### src/rtl/dmem_responder.sv
// -----------------------------------------------------------------------------
// dmem_responder
//
// Memory-side responder for the pipelined core's data port. It replaces a
// plain data memory and provides:
//   - a word-addressed data RAM at byte addresses 0 .. 4*RAM_WORDS-1
//   - a 16-byte MMIO window at MMIO_BASE:
//       +0x0 CYCLE   free-running 32-bit cycle counter (write loads it)
//       +0x4 TXDATA  write pushes WriteData[7:0] into the TX FIFO, reads 0
//       +0x8 STATUS  [0] empty, [1] full, [5:2] count, [8] overflow,
//                    [9] bad_access; write-1-to-clear for [8] and [9]
//       +0xC         reserved: reads 0, writes ignored
//
// Ports:
//   clk        single clock, all state changes on its rising edge
//   reset      asynchronous, active-low reset
//   MemWrite   store strobe, sampled at posedge
//   ALUResult  byte address; bits [1:0] ignored (word accesses only)
//   WriteData  store data
//   ReadData   combinational read data for the current ALUResult
//   tx_data    TX FIFO head byte (0 while empty)
//   tx_valid   TX FIFO non-empty
//   tx_ready   consumer takes the head byte this cycle
//   bad_access sticky: a store hit an unmapped address
// -----------------------------------------------------------------------------
module dmem_responder #(
  parameter int unsigned RAM_WORDS  = 64,
  parameter int unsigned FIFO_DEPTH = 4,
  parameter logic [31:0] MMIO_BASE  = 32'h0000_0100
) (
  input  logic        clk,
  input  logic        reset,
  input  logic        MemWrite,
  input  logic [31:0] ALUResult,
  input  logic [31:0] WriteData,
  output logic [31:0] ReadData,
  output logic [7:0]  tx_data,
  output logic        tx_valid,
  input  logic        tx_ready,
  output logic        bad_access
);

  localparam int unsigned RAM_AW = $clog2(RAM_WORDS);
  localparam int unsigned PTR_W  = $clog2(FIFO_DEPTH);
  localparam int unsigned CNT_W  = PTR_W + 1;

  typedef enum logic [1:0] {
    REG_CYCLE  = 2'd0,
    REG_TXDATA = 2'd1,
    REG_STATUS = 2'd2,
    REG_RSVD   = 2'd3
  } mmio_reg_e;

  // ---------------------------------------------------------------------------
  // Address decode
  // ---------------------------------------------------------------------------
  logic              ram_hit;
  logic              mmio_hit;
  mmio_reg_e         mmio_sel;
  logic [RAM_AW-1:0] ram_idx;

  // The byte offset inside a word carries no meaning here.
  logic unused_byte_offset;
  assign unused_byte_offset = ^ALUResult[1:0];

  assign ram_hit  = ALUResult[31:2] < 30'(RAM_WORDS);
  assign mmio_hit = ALUResult[31:4] == MMIO_BASE[31:4];
  assign mmio_sel = mmio_reg_e'(ALUResult[3:2]);
  assign ram_idx  = ALUResult[RAM_AW+1:2];

  logic wr_ram, wr_cycle, wr_tx, wr_status, wr_unmapped;

  assign wr_ram      = MemWrite && ram_hit;
  assign wr_cycle    = MemWrite && mmio_hit && (mmio_sel == REG_CYCLE);
  assign wr_tx       = MemWrite && mmio_hit && (mmio_sel == REG_TXDATA);
  assign wr_status   = MemWrite && mmio_hit && (mmio_sel == REG_STATUS);
  // The reserved MMIO slot is mapped, so a store there is not a bad access.
  assign wr_unmapped = MemWrite && !ram_hit && !mmio_hit;

  // ---------------------------------------------------------------------------
  // State
  // ---------------------------------------------------------------------------
  logic [31:0]      ram_q  [RAM_WORDS];
  logic [7:0]       fifo_q [FIFO_DEPTH];

  logic [31:0]      cycle_q,    cycle_d;
  logic [PTR_W-1:0] rd_ptr_q,   rd_ptr_d;
  logic [PTR_W-1:0] wr_ptr_q,   wr_ptr_d;
  logic [CNT_W-1:0] count_q,    count_d;
  logic             overflow_q, overflow_d;
  logic             bad_q,      bad_d;

  // ---------------------------------------------------------------------------
  // FIFO control
  // ---------------------------------------------------------------------------
  logic fifo_empty, fifo_full, pop, push_ok, overflow_set;

  assign fifo_empty   = (count_q == '0);
  assign fifo_full    = (count_q == CNT_W'(FIFO_DEPTH));
  assign pop          = !fifo_empty && tx_ready;
  // A full FIFO still takes a byte when the head leaves in the same cycle:
  // the freed slot is the one the write pointer already points at.
  assign push_ok      = wr_tx && (!fifo_full || pop);
  assign overflow_set = wr_tx && fifo_full && !pop;

  // NOTE: every signal assigned in an always_comb gets a default first, so no
  // path through the block can leave it holding a value (which would be a latch).
  always_comb begin
    cycle_d    = cycle_q + 32'd1;
    rd_ptr_d   = rd_ptr_q;
    wr_ptr_d   = wr_ptr_q;
    count_d    = count_q;
    overflow_d = overflow_q;
    bad_d      = bad_q;

    if (wr_cycle) begin
      cycle_d = WriteData;
    end

    if (pop) begin
      rd_ptr_d = rd_ptr_q + PTR_W'(1);
    end
    if (push_ok) begin
      wr_ptr_d = wr_ptr_q + PTR_W'(1);
    end
    if (push_ok && !pop) begin
      count_d = count_q + CNT_W'(1);
    end else if (pop && !push_ok) begin
      count_d = count_q - CNT_W'(1);
    end

    // Sticky flags: a set in the same cycle as a clear wins.
    if (wr_status && WriteData[8]) begin
      overflow_d = 1'b0;
    end
    if (overflow_set) begin
      overflow_d = 1'b1;
    end
    if (wr_status && WriteData[9]) begin
      bad_d = 1'b0;
    end
    if (wr_unmapped) begin
      bad_d = 1'b1;
    end
  end

  // NOTE: sequential state uses non-blocking assignments so every flop samples
  // the pre-edge values regardless of block ordering.
  always_ff @(posedge clk or negedge reset) begin
    if (!reset) begin
      cycle_q    <= '0;
      rd_ptr_q   <= '0;
      wr_ptr_q   <= '0;
      count_q    <= '0;
      overflow_q <= 1'b0;
      bad_q      <= 1'b0;
    end else begin
      cycle_q    <= cycle_d;
      rd_ptr_q   <= rd_ptr_d;
      wr_ptr_q   <= wr_ptr_d;
      count_q    <= count_d;
      overflow_q <= overflow_d;
      bad_q      <= bad_d;
    end
  end

  // NOTE: storage arrays have no reset; their contents only matter once
  // written (RAM) or once counted as valid (FIFO), so a reset would just cost
  // logic and keep them out of RAM macros.
  always_ff @(posedge clk) begin
    if (wr_ram) begin
      ram_q[ram_idx] <= WriteData;
    end
    if (push_ok) begin
      fifo_q[wr_ptr_q] <= WriteData[7:0];
    end
  end

  // ---------------------------------------------------------------------------
  // Outputs
  // ---------------------------------------------------------------------------
  logic [31:0] status_word;

  always_comb begin
    status_word      = '0;
    status_word[0]   = fifo_empty;
    status_word[1]   = fifo_full;
    status_word[5:2] = 4'(count_q);
    status_word[8]   = overflow_q;
    status_word[9]   = bad_q;
  end

  always_comb begin
    ReadData = '0;
    if (ram_hit) begin
      ReadData = ram_q[ram_idx];
    end else if (mmio_hit) begin
      case (mmio_sel)
        REG_CYCLE:  ReadData = cycle_q;
        REG_STATUS: ReadData = status_word;
        default:    ReadData = '0;
      endcase
    end
  end

  assign tx_valid   = !fifo_empty;
  assign tx_data    = fifo_empty ? 8'h00 : fifo_q[rd_ptr_q];
  assign bad_access = bad_q;

endmodule

### config.mk
export PLATFORM = sky130hd
export DESIGN_NAME = dmem_responder
export DESIGN_NICKNAME = d
export VERILOG_FILES = /design/src/rtl/dmem_responder.sv
export SDC_FILE = /design/constraint.sdc
export NUM_CORES = 2
export LEC_CHECK = 0
export BUFFER_PORTS_ARGS = -buffer_cell sky130_fd_sc_hd__buf_2
export CAP_MARGIN = 20
export CORE_MARGIN = 3
export CORE_UTILIZATION = 41
export DETAILED_ROUTE_END_ITERATION = 12
export RECOVER_POWER = 25
export SETUP_SLACK_MARGIN = 0.05
export SLEW_MARGIN = 20
export SYNTH_ARGS = -nofsm -noshare
export SYNTH_HDL_FRONTEND = slang
export SYNTH_SLANG_ARGS = --single-unit
### constraint.sdc
create_clock -name clk -period 5.55 [get_ports clk]
set_input_delay 0.555 -clock clk [delete_from_list [all_inputs] [get_ports clk]]
set_output_delay 0.555 -clock clk [all_outputs]
set_load 0.05 [all_outputs]
---- Word level (Yosys, flattened, before mapping) ----
Memories as Yosys holds them, arrays and structs flattened.
Cells that the tools add are included.
word-level totals
  output and inout port bits .............. 42
  memories kept ........................... 2
  RAM bits ................................ 2080
  latch bits .............................. 0
  word-level logic and storage cells ...... 60
  flip-flop bits (word level) ............. 41
  bits of input ports ..................... 68
  memory bits (read-only) ................. 0
memories
  memory  words  bits a word  read ports  clocked after memory_dff  write ports  line  RTL
  ram_q   64     32           1           0                         1            83    logic [31:0] ram_q [RAM_WORDS];
  fifo_q  4      8            1           0                         1            84    logic [7:0] fifo_q [FIFO_DEPTH];
operators by class
  $add $sub $neg .......................... 5
  divide/modulo/power cells ............... 0
  multiplexer cells ....................... 15
  shift operators ......................... 0
  $lt $le $gt $ge ......................... 1
  eq/ne operators ......................... 4
  multipliers ............................. 0
  bitwise gates (word level) .............. 0
  reduce and logical (&&, ||, !) cells .... 27
operator list
  kind                     count
  $mux W32                 3
  $pmux W32 S2             1
  $add A32 B1 Y32 const B  1
  $lt A30 B7 Y1 const B    1
  $eq A28 B5 Y1 const B    1
  $logic_and A1 B1 Y1      15
  $mux W1                  8
  $mux W8                  1
  $logic_not A1 Y1         6
  $mux W3                  2
  $reduce_bool A2 Y1       3
  $add A2 B1 Y2 const B    2
  $add A3 B1 Y3 const B    1
  $eq A3 B3 Y1 const B     1
  $logic_not A3 Y1         1
  $sub A3 B1 Y3 const B    1
  $eq A2 B1 Y1 const B     1
  $eq A2 B2 Y1 const B     1
  $logic_not A2 Y1         1
  $logic_or A1 B1 Y1       1

---- Depth between registers and ports, before layout ----
  depth in word-level cells ............... 9
  mapped depth ............................ 13
  mapped depth without buffers ............ 11

---- Least setup slack after synthesis ----
No wires, ideal clock.
  kind .................................... input to register
  from .................................... input ALUResult[4]
  to ...................................... memory ram_q[14][0], enable pin
  setup time .............................. 421 ps
  data required time ...................... 5129 ps
  path buffers ............................ 4
  stages on the path ...................... 8
  path slack .............................. 1694 ps
  arrival ................................. 3434 ps
  path through ............................ buf_2 > buf_2 > buf_2 > clkbuf_1 > nor2b_1 > nor2b_1 > nand2_1 > nor2_1
between the ends
  word-level cells in the longest chain between the ends .. 4
RTL lines
  item                           line  RTL
  start: declaration             34    input logic [31:0] ALUResult,
  $lt A30 B7 Y1                  66    assign ram_hit = ALUResult[31:2] < 30'(RAM_WORDS);
  $logic_and A1 B1 Y1            73    assign wr_ram = MemWrite && ram_hit;
  $mux W1                        171   if (wr_ram) begin
  $mux W1 (implied by the code)  172   ram_q[ram_idx] <= WriteData;
  end: declaration               83
Several ways; a longest one is shown, not always the timed one.

---- Worst setup path after layout ----
  from .................................... input ALUResult[2]
  to ...................................... output ReadData[30]
between the ends
  word-level cells in the longest chain between the ends .. 4
  elaborated cells between the ends (all ways) .. 7
  classes of those cells .................. order compare: 1; eq/ne: 1; mux: 3; reduce/logical: 1; memory: 1
RTL lines
  item                                                                   line  RTL
  parallel branches: the longest is 3 deep, another holds $lt A30 B7 Y1  n/a
  $mux W32 *                                                             195   if (ram_hit) begin
  end: declaration                                                       36    output logic [31:0] ReadData,
Every way passes the cells marked *.

==> results.json <==
{
  "cts_buffers": 206,
  "peakVddDrop_mv": 0.261,
  "port_buffers": 107,
  "via_count": 43700,
  "worst-path-max-fanout": 51,
  "firstDrtPassIters": 5,
  "cts_setup_buffers": 0,
  "rsz0062_at_grt": "false",
  "drc": 0,
  "grt_pass1_vias": 42300,
  "synth_nets": 3980,
  "grt_pass1_wl_um": 345000,
  "netlist_area_mm2": 0.0823,
  "drive_above_1_share_pct": 26.8,
  "hold_violations": 0,
  "initial_core_util_pct": 41.5,
  "yosysTopAreaCellShare_pct": 75.9,
  "ios": 110,
  "track_usage_pct": 24.2,
  "totalWireLength_um": 251000,
  "fill_cells": 16300,
  "post-route-period-util_pct": 86.8,
  "synthCells": 3905,
  "drtAntennaViolNets": 0,
  "fin_crit_ns": 4.82,
  "yosys.area.top_type": "edfxtp_1",
  "yosysWarnings": 0,
  "ff2ff_setup_slack_ns": 3.14,
  "crit_arrival_ns": 4.26,
  "worst_slew_pin_slew_ns": 3.64,
  "drt-initial-drc-count": 6078,
  "cts.sinks": 2121,
  "slew_headroom_pct": -143,
  "yosysSeqAreaShare_pct": 77.1,
  "die_area_mm2": 0.206,
  "finalClockSkew_ns": 0.0106,
  "h-tree-depth": 4,
  "dpl_cell_area_mm2": 0.0880,
  "setup_violations": 0,
  "finalSetupTns_ns": 0,
  "synth_cell_types": 77,
  "async_flop_share_pct": 1.93,
  "cts_root_buf": "clkbuf_16",
  "vias_per_cell": 6.15,
  "worst_ep_required_time_ns": 4.99,
  "grt_max_degree": 80,
  "drv_cap": 24,
  "clock_latency_ns": 0.84,
  "critPathLaunchType": "primary input",
  "crit_type": "in -> out",
  "holdPathStages": 4,
  "gp_congestion": 0.871,
  "holdPathEnd": "overflow_q",
  "maxSlewViolCount": 1566,
  "ys_ff_latch": 2121,
  "power_density_mw_per_mm2": 344,
  "leakage_nw": 29.8,
  "synth_flop_cell": "edfxtp_1",
  "routedWlPerCell_um": 35.3,
  "final_nets": 4369,
  "die_w_um": 454,
  "stdcell_area_mm2": 0.0944,
  "layout_common_cells": "edfxtp_1 (2080), mux4_2 (445), buf_4 (236)",
  "rows": 163,
  "die_y_um": 454,
  "cts.clk_slew.worst_paths_ns": 0.06,
  "rr_endpoint": "count_q[2]",
  "area_growth_pct": 14.7,
  "worstRegToRegCells": 8,
  "grt_antenna_before_repair": 14,
  "hold_path.class": "in -> reg",
  "grt.overflow.total": 0,
  "dp_hpwl_um": 153000,
  "worstSetupEndpointType": "primary output",
  "failed_checks": "capacitance limit, slew limit",
  "min_from": "MemWrite",
  "cts_tree": "done",
  "avgSynthCellArea_um2": 21.1,
  "max_freq_mhz": 208,
  "synth-edff-count": 2080,
  "ys_top_cells_by_area": "edfxtp_1 (76%), mux4_2 (12%), mux2i_1 (2.0%), dfrtp_1 (1.2%), a22oi_1 (1.1%)",
  "final_common_cell": "edfxtp_1",
  "cts_buffer_depth": 3,
  "r2r-start": "count_q[0]",
  "status": "complete, but fails checks",
  "core_mm2": 0.198
}
## registers in the layout, indices dropped and copies added, names as in the netlist
signal      flops
cycle_q        32
count_q         3
fifo_q         32
rd_ptr_q        2
ram_q        2048
bad_access      1
overflow_q      1
wr_ptr_q        2
## final cells by class
cell class / count / area [um^2] / area share [%]
Tap cell: 2640 / 3300 / 3.50
Inverter: 9 / 33.8 / 0.0358
Sequential cell: 2121 / 63500 / 67.3
Timing Repair Buffer: 392 / 3130 / 3.31
Clock buffer: 273 / 5530 / 5.86
Antenna cell: 9 / 22.5 / 0.0239
Clock inverter: 96 / 807 / 0.855
Multi-Input combinational cell: 1564 / 18100 / 19.1
## metrics by stage
stage	hold WS, ns	utilization (%)	cells	power (mW)	worst slack, ns
global placement	0.509	44.4	6723	19.4	0.668
global route	0.0600	47.5	7097	33.4	0.655
detailed placement	0.528	44.4	6723	19.4	0.705
CTS	0.00318	47.6	7094	32.6	0.701
floorplan	0.259	-	3905	18.7	1.69
finish	0.0557	47.6	7104	32.5	0.735
## per-layer routing
| layer | vias to the layer above | GRT usage, % | share of wire, % |
|---|---|---|---|
| met5 | - | 0 | 0.011 |
| met1 | 23600 | 34.1 | 39 |
| met3 | 411 | 4.85 | 9.7 |
| li1 | 17200 | - | - |
| met4 | 6 | 9.05 | 4.0 |
| met2 | 2509 | 37.4 | 47 |
## critical path, stage by stage
cell	delay, ns
buf_8	0.43
buf_12	0.29
buf_4	0.17
mux4_2	0.48
a32oi_1	0.31
nand4_1	0.40
a21oi_1	0.58
o21ai_0	0.32
buf_4	0.22
buf_2	0.20
## repair_timing
action | in CTS | in global routing
hold endpoints to repair | 42 | 0
resized for setup | 0 | 0
hold buffers | 2 | 0
## cell usage after synthesis (13+ instances only)
library cell and number:
and2_1 21, edfxtp_1 2080, o21ai_0 63, nand3_1 52
nor2_1 130, a21oi_1 48, mux2_2 27, mux4_2 445
buf_6 31, clkbuf_1 78, mux2i_1 163, a22oi_1 121
nor3_1 28, o22ai_1 35, a221oi_1 13, nand4_1 23
nand2_1 156, xnor2_1 16, buf_2 41, dfrtp_1 41
xor2_1 20, buf_1 21, buf_4 37, and3_1 14
a22o_1 16
## power by group
group | total, mW | internal (mW) | leakage, nW | switching, mW
Clock | 13.4 | 7.45 | 3.08 | 5.93
Combinational | 1.50 | 0.499 | 7.53 | 1.00
Sequential | 17.6 | 17.6 | 19.2 | 0.00191
## cells by family (layout without fill, tap and decap cells)
group                    count (synthesis)  count (layout)  share of synthesized area, %
AO/OA/AOI/OAI                          398             398                          3.43
XOR/XNOR                                36              36                         0.383
adder cells (fa/ha/maj)                  7               7                         0.116
buffers and inverters                  220             770                          1.58
flip-flops                            2121            2121                          77.1
multiplexers                           636             636                          14.6
other                                    0               9                             0
AND/OR/NAND/NOR                        487             487                          2.79
## worst max-delay path by stage
stage                      start           end  cells after the start
floorplan           ALUResult[4]  ram_q[14][0]                      8
global placement    ALUResult[2]  ReadData[23]                      8
detailed placement  ALUResult[2]  ReadData[30]                     10
CTS                 ALUResult[2]  ReadData[30]                     10
global route        ALUResult[2]  ReadData[30]                     10
finish              ALUResult[2]  ReadData[30]                     10
Note: power is estimated with default switching activity, not from simulation.
